$ cat config.mk
export PLATFORM = sky130hd
export DESIGN_NAME = mips_instr_encoder_flat
export DESIGN_NICKNAME = d
export VERILOG_FILES = /design/src/rtl/mips_instr_encoder_if.sv /design/src/rtl/mips_instr_encoder.sv /design/src/flat_wrapper.sv
export SDC_FILE = /design/constraint.sdc
export NUM_CORES = 1
export LEC_CHECK = 0
export ABC_CLOCK_PERIOD_IN_PS = 7400
export CORE_MARGIN = 5
export CORE_UTILIZATION = 45
export CTS_BUF_LIST = sky130_fd_sc_hd__clkbuf_4 sky130_fd_sc_hd__clkbuf_8 sky130_fd_sc_hd__clkbuf_16
export DETAILED_ROUTE_END_ITERATION = 10
export PLACE_DENSITY = 0.68
export SLEW_MARGIN = 20
export SYNTH_ARGS = -nofsm -noshare
export SYNTH_HDL_FRONTEND = slang
export SYNTH_SLANG_ARGS = --single-unit
$ cat constraint.sdc
create_clock -name clk -period 7.4 [get_ports clk]
set_input_delay 1.85 -clock clk [delete_from_list [all_inputs] [get_ports clk]]
set_output_delay 1.85 -clock clk [all_outputs]
set_load 0.03 [all_outputs]
$ cat src/rtl/mips_instr_encoder_if.sv
// Request/stream bundle for mips_instr_encoder.
// slave = encoder view, master = producer/consumer view.
interface mips_instr_encoder_if #(
    parameter int ADDR_WIDTH = 8
);
    logic                  in_valid;
    logic                  in_ready;
    logic [3:0]            in_kind;
    logic [4:0]            in_rs;
    logic [4:0]            in_rt;
    logic [4:0]            in_rd;
    logic [15:0]           in_imm;
    logic [25:0]           in_target;
    logic                  out_valid;
    logic                  out_ready;
    logic [31:0]           out_instr;
    logic [ADDR_WIDTH-1:0] out_addr;

    modport slave (
        input  in_valid, in_kind, in_rs, in_rt,
        input  in_rd, in_imm, in_target, out_ready,
        output in_ready, out_valid, out_instr, out_addr
    );

    modport master (
        output in_valid, in_kind, in_rs, in_rt,
        output in_rd, in_imm, in_target, out_ready,
        input  in_ready, out_valid, out_instr, out_addr
    );
endinterface

$ cat src/rtl/mips_instr_encoder.sv
// Mnemonic-level MIPS encoder with address-tagged output FIFO.
// Define ENC_DELAY_SLOT_NOP_EN to pad each BEQ/J with a NOP.
module mips_instr_encoder #(
    parameter int                   ADDR_WIDTH = 8,
    parameter int                   FIFO_DEPTH = 4,
    parameter logic [ADDR_WIDTH-1:0] BASE_ADDR = '0
) (
    input  logic                     clk,
    input  logic                     reset,
    mips_instr_encoder_if.slave      bus,
    output logic [15:0]              word_count,
    output logic                     err_illegal
);
    localparam int PW = $clog2(FIFO_DEPTH);

    logic [31:0]           r_mem  [FIFO_DEPTH];
    logic [ADDR_WIDTH-1:0] r_amem [FIFO_DEPTH];
    logic [PW:0]           r_wr;
    logic [PW:0]           r_rd;
    logic [ADDR_WIDTH-1:0] r_next_addr;
    logic [15:0]           r_count;
    logic                  r_err;
    logic [31:0]           r_hold_instr;
    logic [ADDR_WIDTH-1:0] r_hold_addr;

    logic        w_full;
    logic        w_empty;
    logic        w_accept;
    logic        w_legal;
    logic [31:0] w_enc;
    logic        w_push;
    logic        w_pop;
    logic [31:0] w_wdata;
    logic        w_nop_pending;
    logic        w_nop_push;
    logic [PW-1:0] w_wr_idx;
    logic [PW-1:0] w_rd_idx;

    assign w_wr_idx = r_wr[PW-1:0];
    assign w_rd_idx = r_rd[PW-1:0];
    assign w_empty  = (r_wr == r_rd);
    assign w_full   = (r_wr[PW] != r_rd[PW]) &&
                      (w_wr_idx == w_rd_idx);

    assign bus.in_ready = !reset && !w_full && !w_nop_pending;
    assign w_accept     = bus.in_valid && bus.in_ready;

    always_comb begin
        w_enc   = '0;
        w_legal = 1'b1;
        case (bus.in_kind)
            4'd0: w_enc = {6'h00, bus.in_rs, bus.in_rt,
                           bus.in_rd, 5'h00, 6'h20};
            4'd1: w_enc = {6'h00, bus.in_rs, bus.in_rt,
                           bus.in_rd, 5'h00, 6'h22};
            4'd2: w_enc = {6'h00, bus.in_rs, bus.in_rt,
                           bus.in_rd, 5'h00, 6'h24};
            4'd3: w_enc = {6'h00, bus.in_rs, bus.in_rt,
                           bus.in_rd, 5'h00, 6'h25};
            4'd4: w_enc = {6'h00, bus.in_rs, bus.in_rt,
                           bus.in_rd, 5'h00, 6'h2A};
            4'd5: w_enc = {6'h23, bus.in_rs, bus.in_rt, bus.in_imm};
            4'd6: w_enc = {6'h2B, bus.in_rs, bus.in_rt, bus.in_imm};
            4'd7: w_enc = {6'h04, bus.in_rs, bus.in_rt, bus.in_imm};
            4'd8: w_enc = {6'h02, bus.in_target};
            4'd9: w_enc = {6'h08, bus.in_rs, bus.in_rt, bus.in_imm};
            default: w_legal = 1'b0;
        endcase
    end

`ifdef ENC_DELAY_SLOT_NOP_EN
    logic r_nop_pending;
    logic w_branch;

    assign w_branch      = (bus.in_kind == 4'd7) ||
                           (bus.in_kind == 4'd8);
    assign w_nop_pending = r_nop_pending;
    // in_ready is low while pending, so a NOP never collides with a request
    assign w_nop_push    = r_nop_pending && !w_full;

    always_ff @(posedge clk) begin
        if (reset)
            r_nop_pending <= 1'b0;
        else if (w_nop_push)
            r_nop_pending <= 1'b0;
        else if (w_accept && w_branch)
            r_nop_pending <= 1'b1;
    end
`else
    assign w_nop_pending = 1'b0;
    assign w_nop_push    = 1'b0;
`endif

    assign w_push  = (w_accept && w_legal) || w_nop_push;
    assign w_wdata = w_nop_push ? 32'h0 : w_enc;
    assign w_pop   = !w_empty && bus.out_ready;

    always_ff @(posedge clk) begin
        if (reset) begin
            r_wr         <= '0;
            r_rd         <= '0;
            r_next_addr  <= BASE_ADDR;
            r_count      <= '0;
            r_err        <= 1'b0;
            r_hold_instr <= '0;
            r_hold_addr  <= BASE_ADDR;
        end else begin
            if (w_push) begin
                r_wr        <= r_wr + (PW+1)'(1);
                r_next_addr <= r_next_addr + ADDR_WIDTH'(4);
                if (r_count != 16'hFFFF)
                    r_count <= r_count + 16'd1;
            end
            if (w_pop) begin
                r_rd         <= r_rd + (PW+1)'(1);
                r_hold_instr <= r_mem[w_rd_idx];
                r_hold_addr  <= r_amem[w_rd_idx];
            end
            if (w_accept && !w_legal)
                r_err <= 1'b1;
        end
    end

    always_ff @(posedge clk) begin
        if (w_push) begin
            r_mem[w_wr_idx]  <= w_wdata;
            r_amem[w_wr_idx] <= r_next_addr;
        end
    end

    // Empty FIFO shows the last word popped (or reset values)
    assign bus.out_valid = !w_empty;
    assign bus.out_instr = w_empty ? r_hold_instr : r_mem[w_rd_idx];
    assign bus.out_addr  = w_empty ? r_hold_addr  : r_amem[w_rd_idx];
    assign word_count    = r_count;
    assign err_illegal   = r_err;
endmodule

$ cat src/flat_wrapper.sv
// flat-port wrapper written by rule: the top's interface ports become plain ports
module mips_instr_encoder_flat 
#(
    parameter int                   ADDR_WIDTH = 8,
    parameter int                   FIFO_DEPTH = 4,
    parameter logic [ADDR_WIDTH-1:0] BASE_ADDR = '0
)
  (clk, reset, word_count, err_illegal, bus_in_valid, bus_in_kind, bus_in_rs, bus_in_rt, bus_in_rd, bus_in_imm, bus_in_target, bus_out_ready, bus_in_ready, bus_out_valid, bus_out_instr, bus_out_addr);
  mips_instr_encoder_if #(.ADDR_WIDTH(ADDR_WIDTH)) bus_i ();
  input  logic clk;
  input  logic reset;
  output logic [15:0] word_count;
  output logic err_illegal;
  input wire logic [$bits(bus_i.in_valid)-1:0] bus_in_valid;
  input wire logic [$bits(bus_i.in_kind)-1:0] bus_in_kind;
  input wire logic [$bits(bus_i.in_rs)-1:0] bus_in_rs;
  input wire logic [$bits(bus_i.in_rt)-1:0] bus_in_rt;
  input wire logic [$bits(bus_i.in_rd)-1:0] bus_in_rd;
  input wire logic [$bits(bus_i.in_imm)-1:0] bus_in_imm;
  input wire logic [$bits(bus_i.in_target)-1:0] bus_in_target;
  input wire logic [$bits(bus_i.out_ready)-1:0] bus_out_ready;
  output wire logic [$bits(bus_i.in_ready)-1:0] bus_in_ready;
  output wire logic [$bits(bus_i.out_valid)-1:0] bus_out_valid;
  output wire logic [$bits(bus_i.out_instr)-1:0] bus_out_instr;
  output wire logic [$bits(bus_i.out_addr)-1:0] bus_out_addr;
  assign bus_i.in_valid = bus_in_valid;
  assign bus_i.in_kind = bus_in_kind;
  assign bus_i.in_rs = bus_in_rs;
  assign bus_i.in_rt = bus_in_rt;
  assign bus_i.in_rd = bus_in_rd;
  assign bus_i.in_imm = bus_in_imm;
  assign bus_i.in_target = bus_in_target;
  assign bus_i.out_ready = bus_out_ready;
  assign bus_in_ready = bus_i.in_ready;
  assign bus_out_valid = bus_i.out_valid;
  assign bus_out_instr = bus_i.out_instr;
  assign bus_out_addr = bus_i.out_addr;
  mips_instr_encoder #(.ADDR_WIDTH(ADDR_WIDTH), .FIFO_DEPTH(FIFO_DEPTH), .BASE_ADDR(BASE_ADDR)) u_core (.clk(clk), .reset(reset), .bus(bus_i), .word_count(word_count), .err_illegal(err_illegal));
endmodule
==> qor.tcl <==
set qor(post-synth-top-area-cell) {sky130_fd_sc_hd__edfxtp_1}
set qor(rsz_0062_raised_after_global_routing) {false}
set qor(peakVddDrop_mv) 0.206
set qor(initial_utilization_pct) 45.4
set qor(first_global_vias) 5885
set qor(dp_hpwl_mm) 12.7
set qor(global_route.peak_usage_layer) {met2}
set qor(fp_rows) 52
set qor(clock_sink_count) 211
set qor(diodes) 0
set qor(cts-buffers-inserted) 23
set qor(timing_worst_slew_pin_value_ns) 1.04
set qor(place.gp.congestion) 0.846
set qor(ctsRootBufferMaster) {sky130_fd_sc_hd__clkbuf_16}
set qor(async_flop_share_pct) 0
set qor(fp.coreArea_sq_mm) 0.0201
set qor(synth_top_area_cells) {sky130_fd_sc_hd__edfxtp_1 47%, sky130_fd_sc_hd__dfxtp_1 15%, sky130_fd_sc_hd__mux4_2 8.9%, sky130_fd_sc_hd__mux2_1 4.2%, sky130_fd_sc_hd__nand2_1 4.0%}
set qor(status) {finished clean}
set qor(die-area_sq_mm) 0.0232
set qor(worst-setup-path-type) {input port to output pin}
set qor(design.final.nets) 837
set qor(fin_skew_ns) 0.0189
set qor(synth_cell_type_count) 62
set qor(global_route.usage.met3_pct) 3.46
set qor(final_hold_viol_count) 0
set qor(flip_flop_and_latch_count_after_synthesis) 211
set qor(htree_num_levels) 1
set qor(detail_route.drc_violations) 0
set qor(timing.critical_path.from_type) {input port}
set qor(timing.hold.worst.class) {flip-flop to flip-flop}
set qor(worst_path_dominant_cell_family) {buffers and inverters}
set qor(power-per-cell-area_mw_per_mm2) 285
set qor(yosysMostFrequentCell) {sky130_fd_sc_hd__edfxtp_1}
set qor(num_io_pins) 124
set qor(worst_setup_path_end_kind) {output pin}
set qor(synth_top_area_share_pct) 47.4
set qor(cts_max_path_buffers) 3
set qor(signed_area_change_from_the_synthesized_netlist_to_the_final_layout_pct) 23.7
set qor(netlist_area_sq_mm) 0.00912
set qor(post_cts.repair.setup_buffers) 0
set qor(worst_ep_arrival_time_ns) 3.41
set qor(cap_viol_max_count) 0
set qor(max_slew_margin_pct) 30.6
set qor(netlist_top_cells_count) {144 x sky130_fd_sc_hd__edfxtp_1, 97 x sky130_fd_sc_hd__nand2_1, 67 x sky130_fd_sc_hd__dfxtp_1, 50 x sky130_fd_sc_hd__a21oi_1, 36 x sky130_fd_sc_hd__mux4_2}
set qor(worst_slack_ns) 2.14
set qor(drt_pass1_iterations) 5
set qor(clk-insertion-delay-late_ns) 0.51
set qor(cell_at_the_slowest_stage_of_the_critical_path) {sky130_fd_sc_hd__clkdlybuf4s50_1}
set qor(synth-edff-count) 144
set qor(cts.hold.buffers_added) 0
set qor(worst-path-max-fanout) 67
set qor(timing.critical_path.slowest_cell_delay_ns) 0.74
set qor(vertical_extent_of_the_die_um) 152
set qor(max_clock_freq_mhz) 190
set qor(critical_path_buf_inv_count) 3
set qor(vias_per_cell) 5.54
set qor(first_pass_grt_wire_length_mm) 32.0
set qor(route.detailed.wl_per_inst_um) 19.5
set qor(final.hold.worst_slack_ns) 0.450
set qor(fin_crit_sh_pct) 71.1
set qor(place_worst_setup_slack_ns) 2.21
set qor(multi_input_area_sq_mm) 0.00326
set qor(grt_remaining_overflow) 0
set qor(setup_viol) 0
set qor(syn_area_per_cell_sq_um) 13.9
set qor(io_buffers) 120
set qor(ctsResizeCount) 0
set qor(pin_count_of_the_biggest_net_entering_global_routing) 68
set qor(synthesis.instances) 656
set qor(globalRouteMet1Util_pct) 23.3
set qor(power_leakage_nw) 3.81
set qor(first_iter_violations) 369
set qor(drtAntennaViolNets) 0
set qor(synth_flop_cell) {sky130_fd_sc_hd__edfxtp_1}
set qor(num-fill-cells) 1595
set qor(routed_wirelength_mm) 20.5
set qor(critical_path.cell_chain) {buf_2, buf_4, a31oi_1, clkdlybuf4s50_1}
set qor(grtUsageMet2_pct) 28.3
set qor(sequential_cell_area_sq_mm) 0.00567
set qor(synth_seq_area_share_pct) 62.1
set qor(gr_usage_total_pct) 17.0
set qor(fp.dieW_um) 152
set qor(cts_tree) {yes}
set qor(initial_antenna_violation_count) 0
set qor(proportion_of_layout_cells_with_a_drive_suffix_above_1_pct) 14.6
set qor(period_needed_ns) 5.26
set qor(detailroute.via_count) 5826
set qor(final_max_slew_violation_count) 0
set qor(fin_tns_setup_ns) 0
set qor(cts.reportedPaths.clkPinSlew_ns) 0.06
set qor(power_w) 0.00322
set qor(worst-endpoint-required_ns) 5.55
set qor(synth_warnings) 0
set qor(utilization_pct) 56.1
-- cells in the final DEF (no fill, tap or decap), drive strengths merged, types with 3 or more instances in the layout --
master	n
a22o	21
clkinv	10
and3	8
a41oi	3
mux2	41
o311ai	3
nor2	19
clkbuf	31
o31ai	6
inv	9
a21oi	50
conb	3
nand3	11
buf	5
dfxtp	67
xnor2	7
nor2b	6
or4	3
xor2	3
mux4	36
mux2i	7
nor4	12
a21o	7
o21ai	10
ha	7
nand4	5
edfxtp	144
nand2	97
clkdlybuf4s50	119
a31oi	4
-- routing by layer --
metal  wire [um]  up-vias  share of wire [%]
li1            -     2724                  -
met4         377        0                1.8
met3        1200       29                5.8
met2        9940      179                 48
met5           0        -                  0
met1        9010     2894                 44
-- worst paths after layout --
check,start,end,slack [ns],cells after the start
min,u_core.r_hold_instr[13]$_SDFFE_PP0P_,u_core.r_hold_instr[13]$_SDFFE_PP0P_,0.45,2
max reg2reg,u_core.r_wr[0]$_SDFFE_PP0P_,u_core.r_amem[3][2]$_DFFE_PP_,4.67,3
min reg2reg,u_core.r_hold_instr[13]$_SDFFE_PP0P_,u_core.r_hold_instr[13]$_SDFFE_PP0P_,0.45,2
max,reset,bus_in_ready,2.14,4
-- kinds of logic after synthesis --
kind of cell / count (synthesis) / synth area share [%]
muxes: 84 / 14.7
xor gates and xnor gates: 10 / 1.29
and+or+nand+nor: 175 / 9.38
DFF: 211 / 62.1
adders and majority gates: 7 / 0.960
AOI/OAI and AO/OA: 117 / 8.92
buffers and inverters: 51 / 2.59
other: 1 / 0.0411
-- state kept, by name, indices dropped and copies added (netlist names), named ones only --
signal / flops
u_core.err_illegal: 1
u_core.r_amem: 24
u_core.r_hold_addr: 6
u_core.r_hold_instr: 30
u_core.r_mem: 120
u_core.r_next_addr: 6
u_core.r_rd: 3
u_core.r_wr: 3
u_core.word_count: 16
-- final cells by class --
type / instances / area share (%)
Sequential cell: 211 / 50.2
Clock inverter: 11 / 0.809
Tap cell: 270 / 2.99
Timing Repair Buffer: 124 / 10.9
Inverter: 9 / 0.299
Multi-Input combinational cell: 396 / 28.9
Clock buffer: 31 / 5.91
-- worst register-to-register path: stages, from the launching register on --
cell and delay, ns:
sky130_fd_sc_hd__dfxtp_1 0.53, sky130_fd_sc_hd__xnor2_1 0.30, sky130_fd_sc_hd__a31oi_1 0.51, sky130_fd_sc_hd__and3_2 0.99
-- stage by stage --
stage / cell area, sq um / std cells
4_1_cts: 11300 / 1052
5_1_grt: 11300 / 1052
3_3_place_gp: 10500 / 1010
3_5_place_dp: 10500 / 1010
2_1_floorplan: 9130 / 658
6_report: 11300 / 1052
-- power by group --
part	switching (W)	leakage [nW]	total, W	internal [W]
clock network	0.000443	0.383	0.00111	0.000669
logic	0.000417	1.54	0.000748	0.000332
registers	0.0000435	1.88	0.00136	0.00131
No activity file was read; power rests on OpenSTA's default activity.
